<file path="config.mk">
export PLATFORM = sky130hd
export DESIGN_NAME = rr_arbiter8
export DESIGN_NICKNAME = d
export VERILOG_FILES = /design/src/rtl/arb_pkg.sv /design/src/rtl/rr_pick.sv /design/src/rtl/rr_arbiter8.sv
export SDC_FILE = /design/constraint.sdc
export NUM_CORES = 1
export LEC_CHECK = 0
export CAP_MARGIN = 25
export CORE_MARGIN = 8
export CORE_UTILIZATION = 52
export DETAILED_ROUTE_END_ITERATION = 8
export GPL_ROUTABILITY_DRIVEN = 0
export PLACE_DENSITY_LB_ADDON = 0.15
export SLEW_MARGIN = 20
export SYNTH_ARGS = -nofsm -noshare
export SYNTH_HDL_FRONTEND = slang
export SYNTH_SLANG_ARGS = --single-unit
</file>
<file path="constraint.sdc">
create_clock -name clk -period 3.2 [get_ports clk]
set_input_delay 0.96 -clock clk [delete_from_list [all_inputs] [get_ports clk]]
set_output_delay 0.96 -clock clk [all_outputs]
set_load 0.01 [all_outputs]
</file>
<file path="src/rtl/arb_pkg.sv">
// Shared types and constants for the 8-way round-robin arbiter.
// Holds the FSM state enum, the sizing constants and a one-hot helper.
package arb_pkg;

    localparam int N       = 8;
    localparam int IDXW    = 3;
    localparam int TIMEOUT = 16;

    typedef enum logic {
        IDLE  = 1'b0,
        GRANT = 1'b1
    } state_t;

    function automatic logic [N-1:0] onehot_of(input logic [IDXW-1:0] idx);
        logic [N-1:0] v;
        v      = '0;
        v[idx] = 1'b1;
        return v;
    endfunction

endpackage

</file>
<file path="src/rtl/rr_pick.sv">
// Combinational rotating-priority picker: finds the first set request
// searching i_ptr+1, i_ptr+2, ... modulo N, so i_ptr itself is checked last.
module rr_pick
    import arb_pkg::*;
(
    input  logic [N-1:0]    i_req,
    input  logic [IDXW-1:0] i_ptr,
    output logic [N-1:0]    o_pick,
    output logic [IDXW-1:0] o_idx,
    output logic            o_any
);

    logic [IDXW-1:0] w_cand;

    // NOTE: combinational logic uses blocking assignments and gives every
    // output a default first, so no latch is inferred.
    always_comb begin
        o_any  = 1'b0;
        o_idx  = '0;
        w_cand = '0;
        for (int k = 1; k <= N; k++) begin
            w_cand = i_ptr + IDXW'(k);
            if (!o_any && i_req[w_cand]) begin
                o_any = 1'b1;
                o_idx = w_cand;
            end
        end
        o_pick = onehot_of(o_idx) & {N{o_any}};
    end

endmodule

</file>
<file path="src/rtl/rr_arbiter8.sv">
// 8-way round-robin arbiter with registered one-hot grant (feeds an 8-to-3 encoder).
// Optional forced release after TIMEOUT hold cycles when ARB_TIMEOUT_EN is defined.
module rr_arbiter8
    import arb_pkg::*;
(
    input  logic         clk,
    input  logic         rst,
    input  logic [N-1:0] req,
    input  logic         ack,
    output logic [N-1:0] gnt,
    output logic         gnt_valid,
    output logic         timeout
);

    state_t          r_state, w_state_nxt;
    logic [N-1:0]    r_gnt, w_gnt_nxt;
    logic [IDXW-1:0] r_ptr, w_ptr_nxt;
    logic [IDXW-1:0] r_owner, w_owner_nxt;
    logic            r_gnt_valid;

    logic [N-1:0]    w_pick_req, w_pick;
    logic [IDXW-1:0] w_pick_ptr, w_pick_idx;
    logic            w_any;
    logic            w_expire;

    // While granted, the owner is excluded and the search starts after it.
    assign w_pick_req = (r_state == GRANT) ? (req & ~r_gnt) : req;
    assign w_pick_ptr = (r_state == GRANT) ? r_owner : r_ptr;

    rr_pick u_pick (
        .i_req  (w_pick_req),
        .i_ptr  (w_pick_ptr),
        .o_pick (w_pick),
        .o_idx  (w_pick_idx),
        .o_any  (w_any)
    );

`ifdef ARB_TIMEOUT_EN
    localparam int CW = $clog2(TIMEOUT + 1);

    logic [CW-1:0] r_cnt, w_cnt_nxt;
    logic          r_timeout;

    assign w_expire = (r_state == GRANT) && (r_cnt == CW'(TIMEOUT - 1));
    assign timeout  = r_timeout;

    // Counter runs only while the same owner keeps the grant.
    assign w_cnt_nxt = ((r_state == GRANT) && (w_state_nxt == GRANT) && (w_gnt_nxt == r_gnt))
                       ? r_cnt + 1'b1 : '0;

    always_ff @(posedge clk or posedge rst) begin
        if (rst) begin
            r_cnt     <= '0;
            r_timeout <= 1'b0;
        end else begin
            r_cnt     <= w_cnt_nxt;
            r_timeout <= w_expire && !ack && req[r_owner];
        end
    end
`else
    assign w_expire = 1'b0;
    assign timeout  = 1'b0;
`endif

    always_comb begin
        w_state_nxt = r_state;
        w_gnt_nxt   = r_gnt;
        w_owner_nxt = r_owner;
        w_ptr_nxt   = r_ptr;
        case (r_state)
            IDLE: begin
                w_gnt_nxt = '0;
                if (w_any) begin
                    w_gnt_nxt   = w_pick;
                    w_owner_nxt = w_pick_idx;
                    w_state_nxt = GRANT;
                end
            end
            GRANT: begin
                if (ack || (req[r_owner] && w_expire)) begin
                    w_ptr_nxt = r_owner;
                    if (w_any) begin
                        w_gnt_nxt   = w_pick;
                        w_owner_nxt = w_pick_idx;
                    end else begin
                        w_gnt_nxt   = '0;
                        w_state_nxt = IDLE;
                    end
                end else if (!req[r_owner]) begin
                    w_gnt_nxt   = '0;
                    w_state_nxt = IDLE;
                end
            end
            default: begin
                w_gnt_nxt   = '0;
                w_state_nxt = IDLE;
            end
        endcase
    end

    always_ff @(posedge clk or posedge rst) begin
        if (rst) begin
            r_state     <= IDLE;
            r_gnt       <= '0;
            r_gnt_valid <= 1'b0;
            r_ptr       <= IDXW'(N - 1);
            r_owner     <= '0;
        end else begin
            r_state     <= w_state_nxt;
            r_gnt       <= w_gnt_nxt;
            r_gnt_valid <= |w_gnt_nxt;
            r_ptr       <= w_ptr_nxt;
            r_owner     <= w_owner_nxt;
        end
    end

    assign gnt       = r_gnt;
    assign gnt_valid = r_gnt_valid;

endmodule
</file>
==> metrics.md <==
| Metric | Value |
|---|---|
| Most frequent cells in the layout | buf_4, nand2_1, mux2i_1 |
| Area growth, synth to finish | 71.7% |
| Max Used Layer | met4 |
| Ant diodes | 0 |
| Hold Path End | gnt[3] |
| Syn Inst Count | about 220 |
| Critical path peak fanout | 18 |
| CP Cell Sequence | mux2i_4 -> buf_8 -> mux2i_4 -> buf_4 -> mux2i_1 -> a2111oi_1 -> o2bb2ai_1 -> o211ai_1 -> o22ai_1 -> buf_4 -> o41ai_2 |
| Grt total ovfl | 0 |
| DIE AREA | 6340 µm² |
| Post-route cell area | 3620 µm² |
| Pre-CTS setup slack | -801 ps |
| Avg WL per Cell | between 30 and 40 µm |
| Iter 0 DRT Violations | 367 |
| Total CTS buffers | 3 |
| Clock Latency Late Sink | around 260 ps |
| WL met1 | between 3000 and 4000 µm |
| Fin crit share | 1.10 |
| Crit path setup slack, layout | -309 ps |
| Clock Path Buffers | 2 |
| # H-tree levels | 1 |
| Largest stage delay, worst path | 620 ps |
| # DRC | 0 |
| Largest net degree at the start of global routing | 19 |
| Predominant post-synthesis flop cell | dfrtp_1 |
| Port bufs | 19 |
| Initial antenna violation count | 0 |
| CTS tree | done |
| Crit path buf inv count | 3 |
| Hold path cells | 2 |
| Final nets | 343 |
| TritonRoute pass-1 iters | 6 |
| DR WL met2 | between 5000 and 6000 µm |
| Crit path DAT | 3660 ps |
| Syn nets | 237 |
| Core region area | 3940 µm² |
| Critical Path RT | 3360 ps |
| CP startpoint kind | register |
| CTS root buf | clkbuf_8 |
| Ys Warns | 0 |
| Routed WL | 11,500 µm |
| Seq/Total Area, Yosys | 0.192 |
| Final Hold Vio Count | 0 |
| Worst-path clk slew | 80 ps |
| Distinct cells, synth | 64 |
| Detailed placement HPWL | 5360 µm |
| Vias per inst | about 7.4 |
| IO Count | 21 |
| Setup Viol. Count Final | 12 |
| Gr usage total | 0.278 |
| Tightest Hold Check Type | register to register |
| Status | complete, but fails checks |
| Post-synth EDFFs | 0 |
| RSZ-0062 raised after global routing | yes |
| Hold Buf Count CTS | 0 |
| Most common cell after layout, fill and taps aside | buf_4 |
| Slew margin rel. | 0.530 |
| Initial Util | 0.534 |
| RR Startpoint | r_state |
| CP delay by family, top | compound AO/OA/AOI/OAI gates |
| Die Y-Extent | 79.7 µm |
| Worst-Margin Slew | 704 ps |
| Crit-path slowest cell | a2111oi_1 |
| Flop2flop setup slack | -310 ps |
| Failing checks | setup timing |
| Area of the mapped netlist | 2110 µm² |
| Worst R2R Path Depth | 11 |
| Layout filler cell count | between 100 and 150 |
| Final clock skew | 9.16 ps |
| Synthesized area per cell | 9.41 µm² |
| Clock sink count | 16 |
| Vias | roughly 2,800 |
| Number of global-route vias before repair | 2,587 |
| Met3 wire length | 1420 µm |
| Detail Route Antenna Nets | 0 |
| Critical Path End Type | register |
| Max-cap check violation count | 0 |
| Final slew viol count | 0 |
| First-pass GRT wire length | 13,700 µm |
| Ys async rst share | 1.00 |
| Critical path class | register to register |
| Placed inst area | 2810 µm² |
| Final min period | about 3500 ps |
| Fmax | 285 MHz |
| DIE WIDTH | 79.7 µm |
| Core Rows | 23 |
| Hold Startpoint | gnt[3] |
| RR Endpoint | gnt[2] |
| Layout cells sized above 1 | 0.635 |
| FF+latch count, synth | 16 |
cells in the mapped netlist, drive strengths merged, types with 2 or more instances:
| library cell | n | area [µm²] |
|---|---|---|
| mux2i | 33 | 375 |
| o22ai | 4 | 25.0 |
| ha | 2 | 25.0 |
| dfrtp | 13 | 325 |
| mux2 | 13 | 150 |
| inv | 7 | 26.3 |
| nand2 | 31 | 116 |
| nor3 | 8 | 40.0 |
| o221ai | 3 | 32.5 |
| xnor2 | 4 | 50.1 |
| a21bo | 2 | 20.0 |
| buf | 12 | 93.8 |
| nor4 | 3 | 33.8 |
| a2111oi | 2 | 17.5 |
| a2bb2o | 2 | 31.3 |
| or2 | 2 | 15.0 |
| mux4 | 5 | 113 |
| a21oi | 7 | 35.0 |
| nand3 | 12 | 65.1 |
| a21boi | 9 | 71.3 |
| a31oi | 2 | 12.5 |
| o22a | 2 | 17.5 |
| dfstp | 3 | 78.8 |
| nor2 | 4 | 15.0 |
| o211ai | 4 | 35.0 |
| o41ai | 8 | 70.1 |
| a211oi | 3 | 22.5 |
| o21ai | 4 | 23.8 |
tightest hold or removal path, stage by stage, from the launching register on:
cell	delay, ps
dfrtp_1	430
nand2_1	90
o41ai_2	50
how the worst max path moves through the flow:
stage                       start      to  cells past startpoint
after floorplan           r_state  gnt[7]                     12
after global placement     req[5]  gnt[6]                      9
after detailed placement   req[5]  gnt[7]                      9
after CTS                  req[0]  gnt[1]                     11
after global routing      r_state  gnt[2]                     12
final                     r_state  gnt[2]                     11
logic make-up after synthesis:
group | synth area share
AOI/OAI and AO/OA | 0.248
xor gates and xnor gates | 0.0238
adders and majority gates | 0.0119
buffers and inverters | 0.0588
DFF | 0.192
muxes | 0.303
other | 0.00178
and+or+nand+nor | 0.161
area by class of cell:
type / instances / area [µm²] / area share
clock buffers: 4 / 55.1 / 0.0152
inverters: 8 / 35.0 / 0.00968
multi-input cells: 188 / 2090 / 0.577
flip-flops and latches: 16 / 405 / 0.112
well taps: 50 / 62.6 / 0.0173
repair buffers: 113 / 972 / 0.269
repair_timing:
item,CTS,global route
pin swaps,11,19
hold endpoints to repair,0,0
setup endpoints to repair,13,13
gates cloned,1,0
setup buffers,10,18
resized for setup,63,65
metal layers:
layer  up-vias  GRT usage
li1       1081          -
met1      1329      0.314
met2       309      0.463
met3       101     0.0664
met4         0      0.169
met5         -          0
registers in the layout, summed over array words and instances, names as in the netlist:
signal and cells:
gnt 8, gnt_valid 1, r_owner 3, r_ptr 3
r_state 1
metrics by stage:
step           instances  hold WS (ps)  TNS, ps  utilization
6_report             379           603    -2140        0.918
5_1_grt              379           616    -2620        0.918
4_1_cts              362           581        0        0.822
3_3_place_gp         347           535    -7300        0.713
2_1_floorplan        224           549        0            -
3_5_place_dp         347           545    -7750        0.713
Power is not shown: default switching activity piles up to over one toggle a cycle in this logic, so the estimate is an artifact.
